File: src/rtl/adc_xy_fb_sched.sv
// ADC X/Y capture sequencer sharing the framebuffer write port
// between live ADC pixels and a full-screen clear sweep.
module adc_xy_fb_sched #(
  parameter int DATA_BITS      = 10,
  parameter int FB_WIDTH       = 640,
  parameter int FB_HEIGHT      = 480,
  parameter int AXI_ADDR_WIDTH = 20,
  parameter int DRAIN_CYCLES   = 16
) (
  input  logic                      clk,
  input  logic                      reset,
  input  logic                      enable,
  input  logic                      clear_req,
  output logic                      adc_enable,
  input  logic                      s_tvalid,
  output logic                      s_tready,
  input  logic [DATA_BITS-1:0]      s_x,
  input  logic [DATA_BITS-1:0]      s_y,
  input  logic                      s_red,
  input  logic                      s_grn,
  input  logic                      s_blu,
  output logic                      fb_wr_valid,
  input  logic                      fb_wr_ready,
  output logic [AXI_ADDR_WIDTH-1:0] fb_wr_addr,
  output logic [2:0]                fb_wr_color,
  output logic                      busy,
  output logic                      clear_done,
  output logic [15:0]               drop_cnt
);

  localparam int AW = AXI_ADDR_WIDTH;
  localparam int CW = $clog2(DRAIN_CYCLES + 1);
  localparam logic [AW-1:0] W_A    = AW'(FB_WIDTH);
  localparam logic [AW-1:0] H_A    = AW'(FB_HEIGHT);
  localparam logic [AW-1:0] NPIX_A = AW'(FB_WIDTH * FB_HEIGHT);
  localparam logic [CW-1:0] IDLE_LAST = CW'(DRAIN_CYCLES - 1);

  typedef enum logic [1:0] {
    S_IDLE,
    S_CLEAR,
    S_RUN,
    S_DRAIN
  } state_e;

  state_e        state_q, state_d;
  logic          pend_q, pend_d;
  logic          adc_en_q, adc_en_d;
  logic [AW-1:0] clr_addr_q, clr_addr_d;
  logic [CW-1:0] idle_q, idle_d;
  logic [15:0]   drop_q, drop_d;
  logic          valid_q, valid_d;
  logic [AW-1:0] addr_q, addr_d;
  logic [2:0]    color_q, color_d;

  logic          load_ok;
  logic          adc_hs;
  logic          on_screen;
  logic          clr_load;
  logic          clr_fin;
  logic          idle_hit;
  logic [AW-1:0] x_w;
  logic [AW-1:0] y_w;

  assign x_w       = AW'(s_x);
  assign y_w       = AW'(s_y);
  assign load_ok   = !valid_q || fb_wr_ready;
  assign s_tready  = (state_q == S_RUN || state_q == S_DRAIN) && load_ok;
  assign adc_hs    = s_tvalid && s_tready;
  assign on_screen = (x_w < W_A) && (y_w < H_A);
  assign clr_load  = (state_q == S_CLEAR) && load_ok
                  && (clr_addr_q < NPIX_A);
  // clr_addr sits at NPIX only once the last clear word is held
  assign clr_fin   = (state_q == S_CLEAR) && valid_q && fb_wr_ready
                  && (clr_addr_q == NPIX_A);
  assign idle_hit  = (state_q == S_DRAIN) && !s_tvalid && !valid_q
                  && (idle_q == IDLE_LAST);

  always_comb begin
    state_d = state_q;
    unique case (state_q)
      S_IDLE: begin
        if (pend_q) state_d = S_CLEAR;
        else if (enable) state_d = S_RUN;
      end
      S_CLEAR: begin
        if (clr_fin) state_d = S_IDLE;
      end
      S_RUN: begin
        if (!enable || pend_q) state_d = S_DRAIN;
      end
      S_DRAIN: begin
        if (idle_hit) state_d = S_IDLE;
      end
      default: state_d = S_IDLE;
    endcase
  end

  always_comb begin
    adc_en_d   = (state_d == S_RUN);
    pend_d     = pend_q;
    clr_addr_d = clr_addr_q;
    idle_d     = '0;
    drop_d     = drop_q;
    valid_d    = valid_q && !fb_wr_ready;
    addr_d     = addr_q;
    color_d    = color_q;

    if (state_q != S_CLEAR && clear_req) pend_d = 1'b1;
    if (state_q != S_CLEAR && state_d == S_CLEAR) pend_d = 1'b0;

    if (state_q == S_DRAIN) begin
      if (s_tvalid) idle_d = '0;
      else if (!valid_q) idle_d = idle_q + 1'b1;
      else idle_d = idle_q;
    end

    if (adc_hs) begin
      if (on_screen) begin
        valid_d = 1'b1;
        addr_d  = y_w * W_A + x_w;
        color_d = {s_red, s_grn, s_blu};
      end else if (drop_q != 16'hFFFF) begin
        drop_d = drop_q + 16'd1;
      end
    end

    if (clr_load) begin
      valid_d    = 1'b1;
      addr_d     = clr_addr_q;
      color_d    = 3'b000;
      clr_addr_d = clr_addr_q + 1'b1;
    end
    if (clr_fin) clr_addr_d = '0;
  end

  always_ff @(posedge clk or posedge reset) begin
    if (reset) begin
      state_q    <= S_IDLE;
      pend_q     <= 1'b0;
      adc_en_q   <= 1'b0;
      clr_addr_q <= '0;
      idle_q     <= '0;
      drop_q     <= '0;
      valid_q    <= 1'b0;
      addr_q     <= '0;
      color_q    <= '0;
    end else begin
      state_q    <= state_d;
      pend_q     <= pend_d;
      adc_en_q   <= adc_en_d;
      clr_addr_q <= clr_addr_d;
      idle_q     <= idle_d;
      drop_q     <= drop_d;
      valid_q    <= valid_d;
      addr_q     <= addr_d;
      color_q    <= color_d;
    end
  end

  assign adc_enable  = adc_en_q;
  assign fb_wr_valid = valid_q;
  assign fb_wr_addr  = addr_q;
  assign fb_wr_color = color_q;
  assign busy        = (state_q != S_IDLE);
  assign clear_done  = clr_fin;
  assign drop_cnt    = drop_q;

endmodule

File: config.mk
export PLATFORM = sky130hd
export DESIGN_NAME = adc_xy_fb_sched
export DESIGN_NICKNAME = d
export VERILOG_FILES = /design/src/rtl/adc_xy_fb_sched.sv
export SDC_FILE = /design/constraint.sdc
export NUM_CORES = 1
export LEC_CHECK = 0
export BUFFER_PORTS_ARGS = -buffer_cell sky130_fd_sc_hd__buf_2
export CORE_MARGIN = 1.5
export CORE_UTILIZATION = 56
export CTS_CLUSTER_DIAMETER = 40
export DETAILED_ROUTE_END_ITERATION = 10
export PLACE_DENSITY = 0.84
export SLEW_MARGIN = 25
export SYNTH_ARGS = -nofsm -noshare
export SYNTH_HDL_FRONTEND = slang
export SYNTH_SLANG_ARGS = --single-unit
File: constraint.sdc
create_clock -name clk -period 2.82 [get_ports clk]
set_input_delay 0.705 -clock clk [delete_from_list [all_inputs] [get_ports clk]]
set_output_delay 0.705 -clock clk [all_outputs]
set_load 0.005 [all_outputs]
; ---- After elaboration in Yosys (flattened, before gate mapping)
; Index checks and enable logic that the tools add are counted.
[op_classes]
n_mux = 22
n_lt_le_gt_ge = 3
mul = 1
bitwise = 1
shift = 0
n_reduce_logical = 29
div = 0
add_sub_neg = 4
n_eq_ne = 10
[ops]
columns = operator, n
row1 = $mux W20, 5
row2 = $add A20 B1 Y20 const B, 1
row3 = $add A20 B10 Y20, 1
row4 = $eq A20 B19 Y1 const B, 1
row5 = $lt A20 B19 Y1 const B, 1
row6 = $add A16 B1 Y16 const B, 1
row7 = $ne A16 B16 Y1 const B, 1
row8 = $mux W5, 3
row9 = $logic_and A1 B1 Y1, 14
row10 = $mul A10 B3 Y13 const B, 1
row11 = $lt A10 B10 Y1 const B, 1
row12 = $lt A10 B9 Y1 const B, 1
row13 = $mux W2, 5
row14 = $reduce_bool A2 Y1, 5
row15 = $mux W3, 3
row16 = $pmux W2 S4, 1
row17 = $eq A2 B2 Y1 const B, 3
row18 = $add A5 B1 Y5 const B, 1
row19 = $eq A5 B4 Y1 const B, 1
row20 = $mux W1, 5
row21 = $eq A2 B1 Y1 const B, 2
row22 = $logic_not A1 Y1, 4
row23 = $logic_or A1 B1 Y1, 3
row24 = $ne A3 B3 Y1 const B, 1
row25 = other kinds (5), 5
[totals]
ff_bits = 69
ram_bits = 0
mem_count = 0
rom_bits = 0
latchBits = 0
out_inout_bits = 44

; ---- Longest topological paths before layout
[logic_depth]
word_depth = 9
ltp_mapped = 9
mapped_depth_nobuf = 9

; ---- Least setup slack after synthesis
; No wires, ideal clock.
[synth_path]
path_kind = input port to flip-flop
start = input port s_y[1]
end = register addr_q[18] (netlist: fb_wr_addr[18])
n_path_buf = 0
path_slack_ns = -0.407
path_stages = 9
arrival_time_ns = 3.103
setup_time_ns = 0.124
cell_sequence = ha_1 -> ha_1 -> fa_1 -> a21o_1 -> a21oi_1 -> xnor2_1 -> nand4_1 -> or3b_2 -> a211o_1
[synth_between]
elab_chain_cells = 5
[synth_rtl]
columns = element, line_no
row1 = "start, declared", 18  ; input logic [DATA_BITS-1:0] s_y,
row2 = $mul A10 B3 Y13, 120  ; addr_d = y_w * W_A + x_w;
row3 = $add A20 B10 Y20, 120
row4 = $mux W20, 118  ; if (on_screen) begin
row5 = $mux W20, 117  ; if (adc_hs) begin
row6 = $mux W20, 127  ; if (clr_load) begin
row7 = "end signal, assigned", 155  ; addr_q <= addr_d;
row8 = "end, declared", 52  ; logic [AW-1:0] addr_q, addr_d;
; Parallel ways exist; a longest one is shown, timed or not. The select of a mux whose other input is x is not followed.
; A chain may end at the register's enable or synchronous reset.

; ---- Final worst setup path
; Same ends and word-level chain as after synthesis.

==> reports/results.txt <==
Peak supply drop = 0.307 mV
Yosys reg bits = 69
XOR/XNOR Fraction of Synth Area = 10.0%
GR Util All Layers = 25.5%
YS warnings = 0
CTS buffer count = 9
Final Util = 73.7%
Clock buffer depth = 2
Fmax = 371 MHz
Final slew viol count = 0
Post-DP HPWL = 6630 um
Initial core utilization = 59.1%
Crit share post-route = 95.5%
Sequential share of the synthesized area = 45.0%
Post-synthesis simple-gate area fraction = 21.3%
Mapped Area = 0.00384 mm^2
Synth cell types = 48
Vias/cell = 5.75
Gr ovfl total = 0
CTS tree = yes
Post-CTS Setup Bufs = 0
Hold Buf Count CTS = 0
Post-synth net total = 439
# nets final = 540
DRT Wirelength = 8870 um
Kind of critical path = in2reg
Drt wl/cell = 15.6 um
First-pass GRT wire length = 14700 um
Antenna Nets Post-Route = 0
TNS Setup = 0 ps
Htree depth = 3
Synth Area in Adders = 8.87%
DR iter-0 viols = 166
Cells after Synth = 384
I/O pins = 73
Count of final hold-check violations = 0
FF-to-FF setup slack = 360 ps
Startpoint Class = primary input
Largest net degree at the start of global routing = 39
RR Startpoint = clr_addr_q[12]
Hold crit path type = in2async
CTS sink cnt = 69
Std-Cell Rows = 29
Die Area = 0.00736 mm^2
Largest area contributor in the netlist = dfrtp_1
N_diodes = 0
Height of the die = 85.8 um
Finished Layout Cells = 567
RSZ-0062 raised after global routing = false
Max-Cap Viols = 0
Router iterations before antenna repair = 4
Share of the synthesized area in the top cell type = 45.0%
Vias in the first global route = 3110
Worst Setup End Kind = register
Outcome = completed
IO buf count = 72
DRC violations left = 0
Main synth FF type = dfrtp_1
Antenna violations before repair = 0
Count leader, synth = dfrtp_1
Pwr Density = 580 mW/mm^2
Share of post-route cells with drive strength above 1 = 27.6%
Mux share of post-synthesis cell area = 1.11%
Area of the core = 0.00649 mm^2
Final setup vio count = 0
Largest family of logic cells by synthesized area = simple AND/OR/NAND/NOR gates
Die X = 85.8 um
Top cells by count, synth = 69 x dfrtp_1, 50 x nand2_1, 28 x xnor2_1, 27 x nor2_1, 24 x ha_1
Ys async rst share = 100%
Clock Pin Slew Worst Setup and Hold Paths = 80 ps
Clock Latency Late Sink = 340 ps
Worst-margin pin slew = 830 ps
RePlAce Congestion = 0.908
Relative slew slack = 44.6%
EDFF count, synth = 0
Area Overhead vs Synth = 24.7%
Crit-path max FO = 3
Post-CTS Resized = 0
Mean Syn Cell Area = 10.0 um^2
Leakage power = 2.42 nW
Tot Pwr = 2.77 mW
Path depth of the worst reg2reg path = 6
Placed Cells = 551
CTS root buffer = clkbuf_8
Compound-Gate Fraction of Synth Area = 11.5%
WP data required = 3040 ps
Tmin final = 2690 ps
Layout Skew = 10.9 ps
Total number of vias = 3263
Critical path arrival = 2910 ps
Synth top area cells = dfrtp_1 45%, ha_1 7.8%, xnor2_1 6.4%
Worst reg2reg path endpoint = clr_addr_q[16]
==> routing by layer <==
metal / GRT usage [%] / part of all wire (%)
met2: 41.7 / 49
met1: 33.8 / 43
met3: 4.43 / 4.4
met5: 0 / 0
met4: 10.4 / 2.9
==> through the flow <==
step,hold WS [ps],worst slack [ps],area [um^2]
final,455,126,4790
after global routing,500,10.5,4790
after detailed placement,458,-233,4540
after floorplan,457,-88.8,3890
after CTS,472,127,4790
after global placement,443,-175,4540
==> cell families (layout without fill, tap and decap cells) <==
kind of cell / count (synthesis) / after routing
flops: 69 / 69
fa+ha+maj: 26 / 26
mux: 4 / 4
buf+inv: 22 / 128
compound gates: 61 / 61
xor+xnor: 44 / 44
simple gates: 158 / 158
==> how the worst max path moves through the flow <==
stage | from | to | slack, ps | depth (start not counted)
detailed placement | s_y[1] | fb_wr_addr[18] | -230 | 10
CTS | s_y[1] | fb_wr_addr[18] | 130 | 10
global placement | s_y[1] | fb_wr_addr[18] | -180 | 10
global route | s_y[1] | fb_wr_addr[18] | 10 | 10
finish | s_y[1] | fb_wr_addr[18] | 130 | 10
floorplan | s_y[1] | fb_wr_addr[18] | -90 | 9
==> cell usage in the layout, fill, tap and decap left out, drive strengths merged, types with 15 or more instances in the layout <==
cell / synthesis / final
ha: 24 / 24
nand2: 50 / 50
xnor2: 28 / 28
nand3: 15 / 15
nor2: 28 / 28
buf: 2 / 101
dfrtp: 69 / 69
xor2: 16 / 16
==> layout make-up <==
type	count	area [um^2]
multi-input cells	293	2080
clock buffers	11	141
well taps	77	96.3
repair buffers	101	591
clock inverters	5	108
flip-flops and latches	69	1730
fillers	483	1710
inverters	11	41.3
==> sequential cells by signal, summed over array words and instances (netlist names) <==
signal,flops
fb_wr_addr,20
idle_q,5
adc_enable,1
state_q,2
clr_addr_q,20
fb_wr_color,3
pend_q,1
fb_wr_valid,1
drop_cnt,16
==> report_power, final <==
group	switching, mW	total (mW)	leakage, nW	internal, mW
Clock	0.373	0.988	0.124	0.615
Combinational	0.310	0.612	1.38	0.302
Sequential	0.0918	1.17	0.915	1.08
Total	0.775	2.77	2.42	2.00
==> worst max-delay path: stages <==
cell and delay (ps):
buf_2 120, ha_4 240, ha_4 160, fa_2 370, a21o_1 230, a21oi_2 170, xnor2_2 130, nand4_1 130
or3b_4 390, a211o_1 260
Note: power is estimated with default switching activity, not from simulation.
